[src/rtl/wb_stage.sv]
// Writeback stage: registers ALU results or waits for load data, extracts and extends
// the loaded field, drives the regfile write pair, and counts retired instructions.
module wb_stage #(
    parameter int unsigned TIMEOUT_W = 8
) (
    input  logic        clk,
    input  logic        rst_n,
    input  logic        ex_valid,
    output logic        ex_ready,
    input  logic [4:0]  ex_rd,
    input  logic [63:0] ex_data,
    input  logic        ex_is_load,
    input  logic [2:0]  ex_funct3,
    input  logic [2:0]  ex_addr_lo,
    input  logic        mem_rvalid,
    input  logic [63:0] mem_rdata,
    output logic [4:0]  wb_rd,
    output logic [63:0] wb_out,
    output logic        wb_err,
    output logic [63:0] instret
);

    typedef enum logic {IDLE, WAIT} state_t;

    localparam logic [TIMEOUT_W-1:0] TIMER_ONE  = TIMEOUT_W'(1);
    localparam logic [TIMEOUT_W-1:0] TIMER_MAX  = '1;
    localparam logic [TIMEOUT_W-1:0] TIMER_LAST = TIMER_MAX - TIMER_ONE;

    state_t               state;
    logic [TIMEOUT_W-1:0] timer;
    logic [4:0]           ld_rd;
    logic [2:0]           ld_funct3;
    logic [2:0]           ld_addr_lo;

    logic [5:0]  shamt;
    logic [63:0] shifted;
    logic [63:0] ld_data;
    logic        ld_bad;

    assign ex_ready = (state == IDLE);

    // Bit shift is the byte offset times eight; misaligned low address bits are dropped.
    always_comb begin
        shamt = '0;
        case (ld_funct3[1:0])
            2'b00:   shamt = {ld_addr_lo, 3'b000};
            2'b01:   shamt = {ld_addr_lo[2:1], 4'b0000};
            2'b10:   shamt = {ld_addr_lo[2], 5'b00000};
            default: shamt = '0;
        endcase
    end

    assign shifted = mem_rdata >> shamt;

    always_comb begin
        ld_data = '0;
        ld_bad  = 1'b0;
        case (ld_funct3)
            3'b000:  ld_data = {{56{shifted[7]}}, shifted[7:0]};
            3'b001:  ld_data = {{48{shifted[15]}}, shifted[15:0]};
            3'b010:  ld_data = {{32{shifted[31]}}, shifted[31:0]};
            3'b011:  ld_data = shifted;
            3'b100:  ld_data = {56'd0, shifted[7:0]};
            3'b101:  ld_data = {48'd0, shifted[15:0]};
            3'b110:  ld_data = {32'd0, shifted[31:0]};
            default: ld_bad  = 1'b1;
        endcase
    end

    always_ff @(posedge clk or negedge rst_n) begin
        if (!rst_n) begin
            state      <= IDLE;
            timer      <= '0;
            ld_rd      <= '0;
            ld_funct3  <= '0;
            ld_addr_lo <= '0;
            wb_rd      <= '0;
            wb_out     <= '0;
            wb_err     <= 1'b0;
            instret    <= '0;
        end else begin
            wb_rd <= '0;
            case (state)
                IDLE: begin
                    if (mem_rvalid) wb_err <= 1'b1;
                    if (ex_valid) begin
                        if (ex_is_load) begin
                            ld_rd      <= ex_rd;
                            ld_funct3  <= ex_funct3;
                            ld_addr_lo <= ex_addr_lo;
                            timer      <= '0;
                            state      <= WAIT;
                        end else begin
                            wb_rd   <= ex_rd;
                            wb_out  <= ex_data;
                            instret <= instret + 64'd1;
                        end
                    end
                end
                WAIT: begin
                    if (mem_rvalid) begin
                        state <= IDLE;
                        if (ld_bad) begin
                            wb_err <= 1'b1;
                        end else begin
                            wb_rd   <= ld_rd;
                            wb_out  <= ld_data;
                            instret <= instret + 64'd1;
                        end
                    end else begin
                        timer <= timer + TIMER_ONE;
                        if (timer == TIMER_LAST) begin
                            wb_err <= 1'b1;
                            state  <= IDLE;
                        end
                    end
                end
                default: state <= IDLE;
            endcase
        end
    end

endmodule

[config.mk]
export PLATFORM = sky130hd
export DESIGN_NAME = wb_stage
export DESIGN_NICKNAME = d
export VERILOG_FILES = /design/src/rtl/wb_stage.sv
export SDC_FILE = /design/constraint.sdc
export NUM_CORES = 1
export LEC_CHECK = 0
export ABC_AREA = 0
export BUFFER_PORTS_ARGS = -buffer_cell sky130_fd_sc_hd__buf_2
export CAP_MARGIN = 20
export CORE_ASPECT_RATIO = 0.9
export CORE_MARGIN = 3
export CORE_UTILIZATION = 50
export DETAILED_ROUTE_END_ITERATION = 8
export GPL_ROUTABILITY_DRIVEN = 0
export PLACE_DENSITY = 0.78
export SLEW_MARGIN = 10
export SYNTH_ARGS = -nofsm -noshare
export SYNTH_HDL_FRONTEND = slang
export SYNTH_SLANG_ARGS = --single-unit
[constraint.sdc]
create_clock -name clk -period 2.8 [get_ports clk]
set_clock_uncertainty 0.2 [all_clocks]
set_input_delay 0.28 -clock clk [delete_from_list [all_inputs] [get_ports clk]]
set_output_delay 0.28 -clock clk [all_outputs]
set_load 0.005 [all_outputs]
==> results.toml <==
[drt]
routed_via_density = 5.98
ant_nets = 0
drt_iter0_drc = 1011
drt_pass1_iterations = 6
drt_drc_violations_left = 0
vias = 9376
wl_per_cell_um = 20.5
routed_wl_um = 32100

[synthesis]
synthCells = 970
ys_seq_area_share_pct = 43.5
netlist_area_um2 = 8860
synthMuxAreaShare_pct = 4.57
synth_simple_gate_area_share_pct = 24.1
synth.net_count = 1117
synth-xor-area-share_pct = 6.62
yosys_warnings = 0
synth-edff-count = 0
synth.area.top_cells = "dfrtp_1 (43%), nand2_1 (6.2%), xnor2_1 (4.1%)"
syn_avg_cell_area_um2 = 9.14
yosys.cell_types.count = 67
synth_compound_area_share_pct = 17.1
synth_area_leader_cell = "dfrtp_1"
synth.top_cell.area_share_pct = 43.5
synth_flop_cell = "dfrtp_1"
ys_ff_latch = 154
synth_top_family_by_area = "simple AND/OR/NAND/NOR gates"
async_flop_share_pct = 100
synthAdderAreaFrac_pct = 0.424

[sta]
fin_crit_ns = 2.66
setup_viol = 0
finalHoldViolations = 0
slew_viol_final = 0
max_freq_ghz = 0.375
slew_headroom_pct = 31.5
tightest_slew_ns = 1.02
period_share_pct = 95.2
layout_setup_ws_ns = 0.135

[cts]
clockRootBuffer = "clkbuf_16"
cts.htree.levels = 4
clkSinkCount = 154
cts_tree = "built"
clk_latency_ns = 0.44
cts.path.max_buffers = 2
cts_buffers = 17
clk_pin_slew_worst_paths_ns = 0.07

[die]
die_w_um = 146
ios = 279
dieHeight_um = 132
die_area_um2 = 19400
start_util_pct = 51.8
core_um2 = 17100
rows = 45

[power]
power_density_nw_per_um2 = 643
p_leak_uw = 0.00594
total_power_uw = 7720
irDropWorstVdd_mv = 0.554

[global_routing]
grt_max_degree = 60
grt_pass1_vias = 9176
track_usage_pct = 32.5
overflow = 0
grt_pass1_wl_um = 50200
antenna_found_initial = 8

[flow_run]
max-cap-violations = 0

[worst_setup_path]
crit_start = "ld_funct3[0]"
endpoint = "wb_out[42]"
r2r_end = "wb_out[42]"
critPathLaunchType = "register"
crit_arrival_ns = 2.78
r2r_setup_slack_ns = 0.14
critPathMaxFanout = 20
reg2reg_from = "ld_funct3[0]"
end_kind = "register"
cp.required_ns = 2.91
rr_worst_depth = 8
crit_type = "register to register"

[layout]
multi_input_area_um2 = 4710
layout.nets = 1460
ff_latch_area_um2 = 3850
postLayoutCoreUtil_pct = 70.1
areaGrowthSynthToFinish_pct = 35.4
design_area_um2 = 12000
final_common_cell = "buf_2"
final_cell_mix = "buf_2 (277), dfrtp_1 (154), nand2_1 (146)"
drive_gt1_share_pct = 28.0
nFillCells = 1328

[hold_path]
hold_class = "input pin to register"

[placed_design]
placed_area_um2 = 10600
place_ws_ns = 0.230
portBuffers = 278
hpwl_um = 23000

[outcome]
status = "completed"
## layer usage
metal	track usage (%)	routed length (µm)	vias up
met5	0	0	-
met4	13.0	1340	0
met3	8.08	3250	117
met2	51.2	14900	595
met1	43.5	12600	4462
li1	-	-	4202
## per-stage QoR
step                hold WS [ns]  std cells  setup TNS (ns)
floorplan                 -0.216        970               0
global placement          0.0460       1454               0
detailed placement        0.0441       1454               0
CTS                     0.000719       1560               0
global route              0.0297       1568         -0.0249
finish                    0.0149       1568               0
## repair_timing
item | 4_1_cts | 5_1_grt
endpoints found under the setup margin | 0 | 34
gates resized for setup | 0 | 3
hold buffers | 74 | 0
buffers inserted | 0 | 1
hold endpoints to repair | 116 | 0
## cell families after synthesis
family                     after synthesis
buffers and inverters                   75
xor gates and xnor gates                67
adders and majority gates                3
AOI/OAI and AO/OA                      229
muxes                                   20
DFF                                    154
and+or+nand+nor                        422
## worst max-delay path: stages (launching register included)
cell and delay (ns):
dfrtp_1 0.37, buf_4 0.26, nand2b_1 0.29, mux2i_1 0.35, o2111ai_2 0.23, o21ai_1 0.34
nor4_4 0.08, buf_4 0.17, a211o_1 0.24
## worst min path at each step
stage / startpoint / end / depth (start not counted) / slack (ns)
after floorplan: rst_n / instret[0] / 0 / -0.22
after global placement: rst_n / wb_rd[3] / 1 / 0.05
after detailed placement: rst_n / wb_rd[3] / 1 / 0.04
after CTS: ex_data[7] / wb_out[7] / 3 / 0.0007
after global routing: ex_data[7] / wb_out[7] / 3 / 0.03
final: ex_data[26] / wb_out[26] / 3 / 0.01
## where the power goes
part           switching [µW]  internal (µW)  total, µW
Sequential                293           2600       2890
Combinational            1380           1060       2450
Clock                    1150           1220       2380
## synth_stat cells, types with 20 or more instances
cell type and instances:
a21oi_1 70, dfrtp_1 154, nor2_1 62, nand2_1 146, xor2_1 26, nor3_1 20, nand4_1 27, a21o_1 35
clkbuf_1 43, o21ai_0 43, xnor2_1 41, nand3_1 61, and2_1 21, and3_1 29
## final cells by class
class / count / share of cell area (%)
Tap cell: 235 / 2.45
Timing Repair Buffer: 387 / 20.4
Multi-Input combinational cell: 741 / 39.3
Sequential cell: 154 / 32.1
Inverter: 12 / 0.375
Antenna cell: 7 / 0.146
Clock inverter: 15 / 1.68
Clock buffer: 17 / 3.54
## registers in the layout, summed over array words and instances (netlist names)
signal      cells
ld_addr_lo      3
wb_rd           5
wb_out         64
state           1
instret        64
ld_funct3       3
wb_err          1
ld_rd           5
timer           8
(Power assumes the default switching activity.)
